--- src/rtl/mem_arbiter_if.sv ---
// Bus bundle for mem_arbiter: CPU port, VGA read port, shared-memory port and grant.
// The arbiter takes the slave modport; requesters/memory side take master.
interface mem_arbiter_if;
    logic        cpu_req;
    logic        cpu_we;
    logic [31:0] cpu_addr;
    logic [31:0] cpu_wdata;
    logic [31:0] cpu_rdata;
    logic        cpu_ready;

    logic        vga_req;
    logic [31:0] vga_addr;
    logic [31:0] vga_rdata;
    logic        vga_ack;

    logic        mem_en;
    logic        mem_we;
    logic [31:0] mem_addr;
    logic [31:0] mem_wdata;
    logic [31:0] mem_rdata;

    logic [1:0]  grant;

    modport slave (
        input  cpu_req, cpu_we, cpu_addr, cpu_wdata,
        output cpu_rdata, cpu_ready,
        input  vga_req, vga_addr,
        output vga_rdata, vga_ack,
        output mem_en, mem_we, mem_addr, mem_wdata,
        input  mem_rdata,
        output grant
    );

    modport master (
        output cpu_req, cpu_we, cpu_addr, cpu_wdata,
        input  cpu_rdata, cpu_ready,
        output vga_req, vga_addr,
        input  vga_rdata, vga_ack,
        input  mem_en, mem_we, mem_addr, mem_wdata,
        output mem_rdata,
        input  grant
    );
endinterface

--- src/rtl/mem_arbiter.sv ---
// Two-requester (CPU read/write, VGA read) arbiter for one shared memory, IDLE/ISSUE/WAIT/RESP.
// Ties are round-robin; define VGA_PRIO_EN to make VGA win every tie instead.
module mem_arbiter #(
    parameter int unsigned MEM_LAT = 1
) (
    input logic          clk,
    input logic          rst,
    mem_arbiter_if.slave bus
);

    typedef enum logic [1:0] {
        IDLE  = 2'd0,
        ISSUE = 2'd1,
        WAIT  = 2'd2,
        RESP  = 2'd3
    } state_e;

    localparam logic [1:0] GNT_NONE = 2'b00;
    localparam logic [1:0] GNT_CPU  = 2'b01;
    localparam logic [1:0] GNT_VGA  = 2'b10;
    localparam logic [2:0] LAT_LOAD = 3'(MEM_LAT);

    state_e      state_q, state_d;
    logic [1:0]  grant_q, grant_d;
    logic        we_q, we_d;
    logic [31:0] addr_q, addr_d;
    logic [31:0] wdata_q, wdata_d;
    logic [31:0] cpu_rdata_q, cpu_rdata_d;
    logic [31:0] vga_rdata_q, vga_rdata_d;
    logic [2:0]  cnt_q, cnt_d;
    logic        tie_to_vga;
    logic        pick_vga;

`ifdef VGA_PRIO_EN
    assign tie_to_vga = 1'b1;
`else
    // Set when VGA held the last grant, so the CPU takes the next tie.
    logic last_vga_q, last_vga_d;
    assign tie_to_vga = ~last_vga_q;
`endif

    assign pick_vga = bus.vga_req & (~bus.cpu_req | tie_to_vga);

    always_comb begin
        state_d     = state_q;
        grant_d     = grant_q;
        we_d        = we_q;
        addr_d      = addr_q;
        wdata_d     = wdata_q;
        cpu_rdata_d = cpu_rdata_q;
        vga_rdata_d = vga_rdata_q;
        cnt_d       = cnt_q;
`ifndef VGA_PRIO_EN
        last_vga_d  = last_vga_q;
`endif
        case (state_q)
            IDLE: begin
                if (bus.cpu_req | bus.vga_req) begin
                    grant_d = pick_vga ? GNT_VGA : GNT_CPU;
                    addr_d  = pick_vga ? bus.vga_addr : bus.cpu_addr;
                    we_d    = ~pick_vga & bus.cpu_we;
                    if (!pick_vga) begin
                        wdata_d = bus.cpu_wdata;
                    end
`ifndef VGA_PRIO_EN
                    last_vga_d = pick_vga;
`endif
                    state_d = ISSUE;
                end
            end
            ISSUE: begin
                cnt_d   = LAT_LOAD;
                state_d = WAIT;
            end
            WAIT: begin
                cnt_d = cnt_q - 3'd1;
                if (cnt_q == 3'd1) begin
                    if (grant_q == GNT_CPU && !we_q) begin
                        cpu_rdata_d = bus.mem_rdata;
                    end
                    if (grant_q == GNT_VGA) begin
                        vga_rdata_d = bus.mem_rdata;
                    end
                    state_d = RESP;
                end
            end
            RESP: begin
                grant_d = GNT_NONE;
                state_d = IDLE;
            end
            default: state_d = IDLE;
        endcase
    end

    always_ff @(posedge clk or posedge rst) begin
        if (rst) begin
            state_q     <= IDLE;
            grant_q     <= GNT_NONE;
            we_q        <= 1'b0;
            addr_q      <= '0;
            wdata_q     <= '0;
            cpu_rdata_q <= '0;
            vga_rdata_q <= '0;
            cnt_q       <= '0;
`ifndef VGA_PRIO_EN
            last_vga_q  <= 1'b1;
`endif
        end else begin
            state_q     <= state_d;
            grant_q     <= grant_d;
            we_q        <= we_d;
            addr_q      <= addr_d;
            wdata_q     <= wdata_d;
            cpu_rdata_q <= cpu_rdata_d;
            vga_rdata_q <= vga_rdata_d;
            cnt_q       <= cnt_d;
`ifndef VGA_PRIO_EN
            last_vga_q  <= last_vga_d;
`endif
        end
    end

    // Strobes decode straight from state so reset clears them without a cycle of delay.
    assign bus.mem_en    = (state_q == ISSUE);
    assign bus.mem_we    = (state_q == ISSUE) & we_q;
    assign bus.cpu_ready = (state_q == RESP) & (grant_q == GNT_CPU);
    assign bus.vga_ack   = (state_q == RESP) & (grant_q == GNT_VGA);
    assign bus.mem_addr  = addr_q;
    assign bus.mem_wdata = wdata_q;
    assign bus.cpu_rdata = cpu_rdata_q;
    assign bus.vga_rdata = vga_rdata_q;
    assign bus.grant     = grant_q;

endmodule

--- src/flat_wrapper.sv ---
// flat-port wrapper written by rule: the top's interface ports become plain ports
module mem_arbiter_flat 
#(
    parameter int unsigned MEM_LAT = 1
)
  (clk, rst, bus_cpu_req, bus_cpu_we, bus_cpu_addr, bus_cpu_wdata, bus_cpu_rdata, bus_cpu_ready, bus_vga_req, bus_vga_addr, bus_vga_rdata, bus_vga_ack, bus_mem_en, bus_mem_we, bus_mem_addr, bus_mem_wdata, bus_mem_rdata, bus_grant);
  mem_arbiter_if bus_i ();
  input logic clk;
  input logic rst;
  input wire logic [$bits(bus_i.cpu_req)-1:0] bus_cpu_req;
  input wire logic [$bits(bus_i.cpu_we)-1:0] bus_cpu_we;
  input wire logic [$bits(bus_i.cpu_addr)-1:0] bus_cpu_addr;
  input wire logic [$bits(bus_i.cpu_wdata)-1:0] bus_cpu_wdata;
  output wire logic [$bits(bus_i.cpu_rdata)-1:0] bus_cpu_rdata;
  output wire logic [$bits(bus_i.cpu_ready)-1:0] bus_cpu_ready;
  input wire logic [$bits(bus_i.vga_req)-1:0] bus_vga_req;
  input wire logic [$bits(bus_i.vga_addr)-1:0] bus_vga_addr;
  output wire logic [$bits(bus_i.vga_rdata)-1:0] bus_vga_rdata;
  output wire logic [$bits(bus_i.vga_ack)-1:0] bus_vga_ack;
  output wire logic [$bits(bus_i.mem_en)-1:0] bus_mem_en;
  output wire logic [$bits(bus_i.mem_we)-1:0] bus_mem_we;
  output wire logic [$bits(bus_i.mem_addr)-1:0] bus_mem_addr;
  output wire logic [$bits(bus_i.mem_wdata)-1:0] bus_mem_wdata;
  input wire logic [$bits(bus_i.mem_rdata)-1:0] bus_mem_rdata;
  output wire logic [$bits(bus_i.grant)-1:0] bus_grant;
  assign bus_i.cpu_req = bus_cpu_req;
  assign bus_i.cpu_we = bus_cpu_we;
  assign bus_i.cpu_addr = bus_cpu_addr;
  assign bus_i.cpu_wdata = bus_cpu_wdata;
  assign bus_cpu_rdata = bus_i.cpu_rdata;
  assign bus_cpu_ready = bus_i.cpu_ready;
  assign bus_i.vga_req = bus_vga_req;
  assign bus_i.vga_addr = bus_vga_addr;
  assign bus_vga_rdata = bus_i.vga_rdata;
  assign bus_vga_ack = bus_i.vga_ack;
  assign bus_mem_en = bus_i.mem_en;
  assign bus_mem_we = bus_i.mem_we;
  assign bus_mem_addr = bus_i.mem_addr;
  assign bus_mem_wdata = bus_i.mem_wdata;
  assign bus_i.mem_rdata = bus_mem_rdata;
  assign bus_grant = bus_i.grant;
  mem_arbiter #(.MEM_LAT(MEM_LAT)) u_core (.clk(clk), .rst(rst), .bus(bus_i));
endmodule
--- config.mk ---
export PLATFORM = sky130hd
export DESIGN_NAME = mem_arbiter_flat
export DESIGN_NICKNAME = d
export VERILOG_FILES = /design/src/rtl/mem_arbiter_if.sv /design/src/rtl/mem_arbiter.sv /design/src/flat_wrapper.sv
export SDC_FILE = /design/constraint.sdc
export NUM_CORES = 1
export LEC_CHECK = 0
export BUFFER_PORTS_ARGS = -buffer_cell sky130_fd_sc_hd__buf_4
export CORE_ASPECT_RATIO = 1.2
export CORE_MARGIN = 3
export CORE_UTILIZATION = 50
export DETAILED_ROUTE_END_ITERATION = 10
export PLACE_DENSITY = 0.85
export SETUP_SLACK_MARGIN = 0.1
export SLEW_MARGIN = 20
export SYNTH_ARGS = -nofsm -noshare
export SYNTH_HDL_FRONTEND = slang
export SYNTH_SLANG_ARGS = --single-unit
--- constraint.sdc ---
create_clock -name clk -period 8.9 [get_ports clk]
set_clock_uncertainty 0.05 [all_clocks]
set_input_delay 1.78 -clock clk [delete_from_list [all_inputs] [get_ports clk]]
set_output_delay 1.78 -clock clk [all_outputs]
set_load 0.01 [all_outputs]
==> Word-level counts from Yosys, hierarchy flattened <==
Cells that the tools add are included.
{ "totals": {"reg_bits": 137, "inputBits": 133, "output_inout_bits": 134, "word_cells": 47} }
{ "classes": {"n_addsub": 1, "eq_ne": 8, "mux": 8, "bitwise_logic": 10, "reduce_logical": 11} }
{ "ops": {"columns": ["op", "n"], "rows": [
  ["$mux 32", 1],
  ["$reduce_and 3->1", 3],
  ["$mux 2", 4],
  ["$pmux 2 s4", 1],
  ["$eq 2x2->1 const B", 3],
  ["$pmux 3 s2", 1],
  ["$reduce_and 2->1", 3],
  ["$and 1x1->1", 5],
  ["$eq 2x1->1 const B", 2],
  ["$ne 2x1->1 const B", 2],
  ["$pmux 2 s2", 1],
  ["$reduce_bool 2->1", 2],
  ["$eq 3x1->1 const B", 1],
  ["$not 1->1", 3],
  ["$sub 3x1->3 const B", 1],
  ["$logic_not 2->1", 1],
  ["$or 1x1->1", 2],
  ["$logic_and 1x1->1", 1],
  ["$logic_not 1->1", 1]
]} }

==> Logic depth before layout (Yosys ltp) <==
Gate-level depths: netlist (run 1).
{ "depth": {"depth_word": 6, "ltp_mapped": 7, "mapped_depth_nobuf": 5} }

==> Worst setup path before layout (run 1) <==
OpenSTA, ideal clock, no wires.
{ "synth_timing": {"path_kind": "in2reg", "startpoint": "input bus_vga_req", "endpoint": "register u_core.wdata_q[0], in the netlist u_core.bus.mem_wdata[0]", "setup_time_ns": 0.125, "arrival_ns": 2.776, "setup_slack_ns": 5.949, "stages": 5, "cell_sequence": "nor2b_1 -> nor2_1 -> buf_2 -> buf_2 -> mux2_2"} }
{ "synth_via": {"elab_chain_len": 3, "word_cells_on_any_way": 4, "classes_between": "bitwise: 3; reduce/logical: 1"} }
{ "synth_rtl": {"columns": ["element", "line", "text"], "rows": [
  ["start: declaration", "flat_wrapper.sv:16", "input wire logic [$bits(bus_i.vga_req)-1:0] bus_vga_req;"],
  ["$and 1x1->1", "mem_arbiter.sv:42", "assign pick_vga = bus.vga_req & (~bus.cpu_req | tie_to_vga);"],
  ["$not 1->1", null, null],
  ["$reduce_and 3->1 (no source line) (*)", null, null],
  ["end signal: assignment", "mem_arbiter.sv:113", "wdata_q <= wdata_d;"],
  ["end: declaration", "mem_arbiter.sv:27", "logic [31:0] wdata_q, wdata_d;"]
]} }
Mark *: on every way between the ends. The rest lies on a longest branch, timed or not.
A chain may end at the register's enable or synchronous reset.

==> Final worst setup path (run 1) <==
{ "layout_timing": {"startpoint": "register u_core.state_q[0]", "endpoint": "output bus_cpu_ready"} }
{ "layout_via": {"elab_chain_len": 2} }
{ "layout_rtl": {"columns": ["element", "line", "text"], "rows": [
  ["start: declaration", "mem_arbiter.sv:23", "state_e state_q, state_d;"],
  ["start signal: assignment", "mem_arbiter.sv:109", "state_q <= state_d;"],
  ["$eq 2x2->1", "mem_arbiter.sv:126", "assign bus.cpu_ready = (state_q == RESP) & (grant_q == GNT_CPU);"],
  ["$and 1x1->1", "mem_arbiter.sv:126", null],
  ["end: declaration", "flat_wrapper.sv:15", "output wire logic [$bits(bus_i.cpu_ready)-1:0] bus_cpu_ready;"]
]} }
Every way passes these cells.

==> results of run 1 <==
-- stage by stage --
step	hold WS [ns]	cells	util	instance area, sq um	worst slack, ns
after floorplan	0.396	365	-	5610	3.40
after global placement	0.407	745	0.717	7680	5.40
after detailed placement	0.427	745	0.717	7680	5.35
after CTS	0.436	777	0.775	8310	5.61
after global routing	0.464	777	0.775	8310	5.56
final	0.431	777	0.775	8310	5.63
-- layout by cell type, fill, tap and decap left out, types with 2 or more instances in the layout --
master / Yosys / layout
clkbuf_16: 0 / 17
mux2_2: 66 / 66
nand3b_1: 2 / 2
and2_1: 12 / 12
ha_1: 7 / 7
nor3_1: 3 / 2
clkinv_2: 0 / 3
and2_0: 22 / 22
mux2_4: 30 / 30
dfrtp_1: 136 / 136
buf_4: 0 / 271
inv_6: 0 / 3
inv_1: 9 / 8
mux2i_1: 2 / 2
bufinv_16: 0 / 4
a221o_1: 32 / 32
a21oi_1: 3 / 3
nand2_1: 3 / 3
clkinv_4: 0 / 3
a22o_1: 3 / 3
o22ai_1: 2 / 2
-- cell usage after synthesis --
master	instances	share of area
a221o_1	32	0.057
nand3b_1	2	0.0027
buf_2	7	0.0062
dfrtp_1	136	0.61
buf_1	3	0.0020
nand2b_1	1	0.0011
nor2b_1	1	0.0011
mux2_2	66	0.13
inv_1	9	0.0060
dfstp_2	1	0.0047
or4_4	1	0.0020
nor2_1	2	0.0013
a21oi_1	3	0.0027
mux2i_1	2	0.0036
buf_12	3	0.011
o21ai_0	2	0.0018
and2_0	22	0.025
nor3_1	3	0.0027
a22o_2	1	0.0018
ha_1	7	0.016
o32a_1	1	0.0018
clkbuf_1	6	0.0040
and2_1	12	0.013
nand2_1	3	0.0020
and3_1	1	0.0011
inv_2	1	0.00067
mux2_4	30	0.080
o22ai_1	2	0.0022
buf_6	1	0.0020
a22o_1	3	0.0047
nor3b_1	1	0.0013
-- worst max-delay path, delay by kind of cell, from the launching register on --
kind	cells	cell delay, ns
simple gates	1	0.22
flops	1	0.40
buf+inv	2	0.24
fa+ha+maj	1	0.18
-- kinds of logic after synthesis --
| kind of cell | count (synthesis) | share of synthesized area |
|---|---|---|
| flops | 137 | 0.611 |
| mux | 98 | 0.216 |
| simple gates | 49 | 0.0533 |
| compound gates | 44 | 0.0720 |
| buf+inv | 30 | 0.0317 |
| fa+ha+maj | 7 | 0.0156 |
-- final timing paths --
path,from,endpoint,slack [ns]
worst min-delay path,u_core.last_vga_q,u_core.last_vga_q,0.43
max in group asynchronous,rst,u_core.bus.vga_rdata[1],5.90
worst max-delay path,u_core.state_q[0],bus_cpu_ready,5.63
min in group asynchronous,rst,u_core.bus.mem_wdata[26],1.43
worst max register to register,u_core.state_q[1],u_core.bus.mem_wdata[0],6.45
worst min register to register,u_core.last_vga_q,u_core.last_vga_q,0.43
-- area by class of cell --
| class | count | area, sq um |
|---|---|---|
| clock buffers | 18 | 429 |
| clock inverters | 14 | 195 |
| fillers | 677 | 2410 |
| inverters | 10 | 40.0 |
| multi-input cells | 198 | 2020 |
| flip-flops and latches | 137 | 3430 |
| well taps | 129 | 161 |
| repair buffers | 271 | 2030 |
-- power breakdown --
part / leakage [nW] / total (mW) / internal, mW / switching, mW
Sequential: 1.66 / 1.11 / 0.929 / 0.182
Combinational: 2.22 / 1.30 / 0.760 / 0.543
Clock: 0.305 / 0.735 / 0.471 / 0.264
-- routing by layer --
metal / vias to the layer above / GRT usage
li1: 1866 / -
met1: 2057 / 0.290
met2: 212 / 0.429
met3: 16 / 0.0905
met4: 0 / 0.0779
met5: - / 0
-- state kept, by name, summed over array words and instances, names as in the netlist --
register and cells:
u_core.bus.vga_rdata 32, u_core.bus.mem_addr 32, u_core.cnt_q 3, u_core.last_vga_q 1
u_core.state_q 2, u_core.we_q 1, u_core.bus.mem_wdata 32, u_core.bus.grant 2
u_core.bus.cpu_rdata 32
==> flow_summary_export.csv, run 1 <==
group,metric,value,unit
run_status,status,"finished clean",
setup_path,r2r_cells,6,
cts,clockRootBuffer,"clkbuf_16",
routing,drtPass1Iterations,4,
setup_path,crit_arrival,1.44,ns
placed_design,port_buffers,266,
routing,wl_met2,7990,microns
routing,wl_per_cell,20.2,microns
global_route,gr-total-overflow,0,
synth,synth_cell_types,31,
layout,antenna_cells,0,
cts,numCtsBuffers,17,
setup_path,worstSetupPathType,"reg -> out",
routing,post_drt_via_cell_ratio,5.34,
synth,syn-cell-area,5610,sq um
synth,syn_nets,505,
layout,final_net_count,775,
floorplanning,die_h,122,microns
timing,setup_viol,0,
setup_path,slowest_stage,"dfrtp_1",
power,p_total,3.15,mW
timing,fmax,306,MHz
timing,setup_tns,0,ns
job,maxCapViolations,0,
floorplanning,core,10700,sq um
cts,clock_sinks,137,
floorplanning,rows,41,
routing,route.met3.wl,1550,microns
floorplanning,die_area,12500,sq um
power,p_leak,4.19,nW
routing,drc,0,
timing,post-route-min-period,3.27,ns
routing,vias,4151,
timing,slew_violations,0,
layout,drive_above_1_share,0.627,
cts,path_clk_slew,0.06,ns
timing,rsz0062_at_grt,"false",
synth,ys_ff_latch,137,
timing,fin_crit_sh,0.367,
layout,area_delta_synth_final,48.1,%
floorplanning,ios,267,
global_route,grt_pass1_wl,23400,microns
cts,cts_tree,"done",
setup_path,worstSetupEndpointType,"output port",
routing,top_layer_used,"met4",
cts,htreeDepth,4,
routing,drt-met1-wl,5950,microns
global_route,grt_pass1_vias,4361,
global_route,grt.total_usage,0.250,
routing,drt-total-wl,15700,microns
setup_path,crit_required,7.07,ns
floorplanning,fp.dieW,103,microns
hold_path,hp-class,"reg -> reg",
routing,drtIter0Drc,160,
synth,ys_warn_count,0,
hold_path,hold_depth,2,
cts,clock_latency,0.41,ns
cts,ctsHoldBuffers,0,
timing,worst_pin_slew,0.955,ns
timing,relSlewSlack,0.364,
synth,netlist_instances,365,
setup_path,path_cells,"ha_1 > inv_1 > nor3_1 > buf_4",
power,ir_drop,0.214,mV
routing,ant_nets,0,
cts,cts_resized,0,
setup_path,crit_fanout,4,
timing,hold_viol,0,
setup_path,cpPeakStageDelay,0.40,ns
global_route,grt_antenna_before_repair,0,
cts,postCtsSetupBuffers,0,
global_route,grt_max_degree,80,
placed_design,place_congestion,0.753,
floorplanning,start_util,0.523,
synth,synth_area_per_cell,15.4,sq um
power,power_density,379,nW/um^2
cts,cts_buffer_depth,2,
synth,ys_seq_area_frac,0.611,
setup_path,start_kind,"register",
placed_design,hpwl,11900,microns
Power figures use the tool's default switching activity.
==> run 2, diff against run 1 <==
--- a/config.mk
+++ b/config.mk
@@ -8,9 +8,9 @@
 export BUFFER_PORTS_ARGS = -buffer_cell sky130_fd_sc_hd__buf_4
 export CORE_ASPECT_RATIO = 1.2
 export CORE_MARGIN = 3
-export CORE_UTILIZATION = 50
+export CORE_UTILIZATION = 42
 export DETAILED_ROUTE_END_ITERATION = 10
-export PLACE_DENSITY = 0.85
+export PLACE_DENSITY = 0.76
 export SETUP_SLACK_MARGIN = 0.1
 export SLEW_MARGIN = 20
 export SYNTH_ARGS = -nofsm -noshare
==> constraint.sdc (replaced) <==
create_clock -name clk -period 2.9 [get_ports clk]
set_clock_uncertainty 0.05 [all_clocks]
set_input_delay 0.58 -clock clk [delete_from_list [all_inputs] [get_ports clk]]
set_output_delay 0.58 -clock clk [all_outputs]
set_load 0.01 [all_outputs]
==> flow_summary_export.csv, run 2 (synthesis gave the netlist of run 1 again) <==
group,metric,value,unit
cts,postCtsSetupBuffers,0,
power,ir_drop,0.521,mV
placed_design,place_congestion,0.838,
job,maxCapViolations,0,
timing,setup_tns,0,ns
floorplanning,die_h,133,microns
setup_path,worstSetupEndpointType,"register",
power,seqPwrFrac,0.362,
layout,multiInputGateArea,2020,sq um
floorplanning,rows,45,
routing,drtIter0Drc,230,
global_route,grt_antenna_before_repair,1,
timing,post-route-min-period,2.26,ns
floorplanning,start_util,0.437,
global_route,grt_max_degree,138,
timing,setup_viol,0,
setup_path,crit_arrival,2.49,ns
cts,clockRootBuffer,"clkbuf_16",
timing,fin_crit_sh,0.778,
cts,cts_resized,0,
routing,drtPass1Iterations,4,
hold_path,hp-class,"in -> async",
placed_design,port_buffers,266,
power,power_density,1130,nW/um^2
layout,final_common_cell,"buf_4",
floorplanning,fp.dieW,112,microns
layout,seqCellArea,3430,sq um
floorplanning,die_area,14800,sq um
global_route,grt_busiest_layer,"met2",
setup_path,worstSetupPathType,"reg -> reg",
routing,post_drt_via_cell_ratio,5.11,
timing,slew_violations,0,
timing,relSlewSlack,0.514,
timing,worst_pin_slew,0.729,ns
cts,cts_buffer_depth,2,
routing,drt-total-wl,15300,microns
cts,ctsHoldBuffers,0,
cts,cts_tree,"done",
power,p_total,9.45,mW
layout,final_cell_mix,"buf_4, dfrtp_1, mux2_2",
setup_path,rrSetupSlack,0.64,ns
cts,clock_latency,0.40,ns
setup_path,start_kind,"register",
power,switching_power,3.03,mW
global_route,grt_util_met1,0.262,
setup_path,crit_fanout,32,
layout,antenna_cells,0,
cts,path_clk_slew,0.06,ns
cts,clock_sinks,137,
global_route,grt_util_met2,0.334,
routing,wl_per_cell,18.9,microns
timing,rsz0062_at_grt,"false",
cts,numCtsBuffers,17,
power,switching_share,0.320,
placed_design,hpwl,11200,microns
setup_path,r2r_cells,5,
setup_path,crit_required,3.14,ns
cts,htreeDepth,4,
layout,area_delta_synth_final,48.4,%
routing,vias,4147,
global_route,use_met3,0.106,
routing,drc,0,
global_route,grt_pass1_wl,24700,microns
power,clockPowerShare,0.219,
floorplanning,ios,267,
global_route,grt_pass1_vias,4480,
power,intPower,6.42,mW
layout,nFillCells,962,
layout,final_net_count,775,
routing,ant_nets,0,
layout,drive_above_1_share,0.627,
power,p_leak,4.16,nW
global_route,grt.total_usage,0.213,
timing,fmax,443,MHz
run_status,status,"finished clean",
power,power_frac_comb,0.419,
floorplanning,core,12800,sq um
global_route,gr-total-overflow,0,
timing,hold_viol,0,
[run 2: cell types whose count changed in the layout (fill, tap and decap cells not counted)]
cell,change
clkinvlp_4,+3
inv_6,+1
buf_12,+2
clkbuf_8,+2
clkinv_2,-1
clkinv_4,-1
inv_4,-1
bufinv_16,-3
buf_4,-2
[run 2: worst paths after layout]
kind	from	endpoint
setup / recovery	u_core.state_q[0]	u_core.bus.cpu_rdata[12]
hold / removal	rst	u_core.bus.cpu_rdata[19]
setup reg to reg	u_core.state_q[0]	u_core.bus.cpu_rdata[12]
hold reg to reg	u_core.last_vga_q	u_core.last_vga_q
max in group asynchronous	rst	u_core.bus.mem_addr[7]
min in group clk	bus_vga_addr[25]	u_core.bus.mem_addr[25]
[run 2: power by group through the flow]
stage / clock (mW) / combinational (mW) / sequential (mW)
after floorplan: 0 / 1.68 / 3.74
after global placement: 0 / 3.91 / 3.39
after detailed placement: 0 / 4.00 / 3.42
after CTS: 2.12 / 4.01 / 3.42
after global routing: 2.22 / 4.27 / 3.54
final: 2.07 / 3.96 / 3.42
[run 2: routing by layer]
layer | vias to the layer above | part of all wire
met2 | 223 | 0.47
li1 | 1863 | -
met1 | 2039 | 0.40
met3 | 20 | 0.11
met5 | - | 0.00085
met4 | 2 | 0.013
[run 2: layout make-up]
cell class | instances | area share
clock inverters | 12 | 0.0138
well taps | 164 | 0.0246
multi-input cells | 198 | 0.243
repair buffers | 271 | 0.247
flip-flops and latches | 137 | 0.412
inverters | 10 | 0.00496
clock buffers | 20 | 0.0548
[run 2: critical path: stages, from the launching register on]
cell	delay, ns
dfrtp_1	0.41
inv_1	0.12
ha_1	0.25
nand3b_1	0.14
or4_4	0.73
mux2_4	0.41
[run 2: metrics by stage]
stage	std cells	hold WS [ns]	setup WS, ns	utilization	area (sq um)
6_report	812	0.319	0.644	0.649	8330
4_1_cts	812	0.326	0.634	0.649	8330
3_3_place_gp	780	0.406	0.731	0.604	7750
2_1_floorplan	365	0.396	0.564	-	5620
5_1_grt	812	0.322	0.521	0.649	8330
3_5_place_dp	780	0.413	0.636	0.604	7750
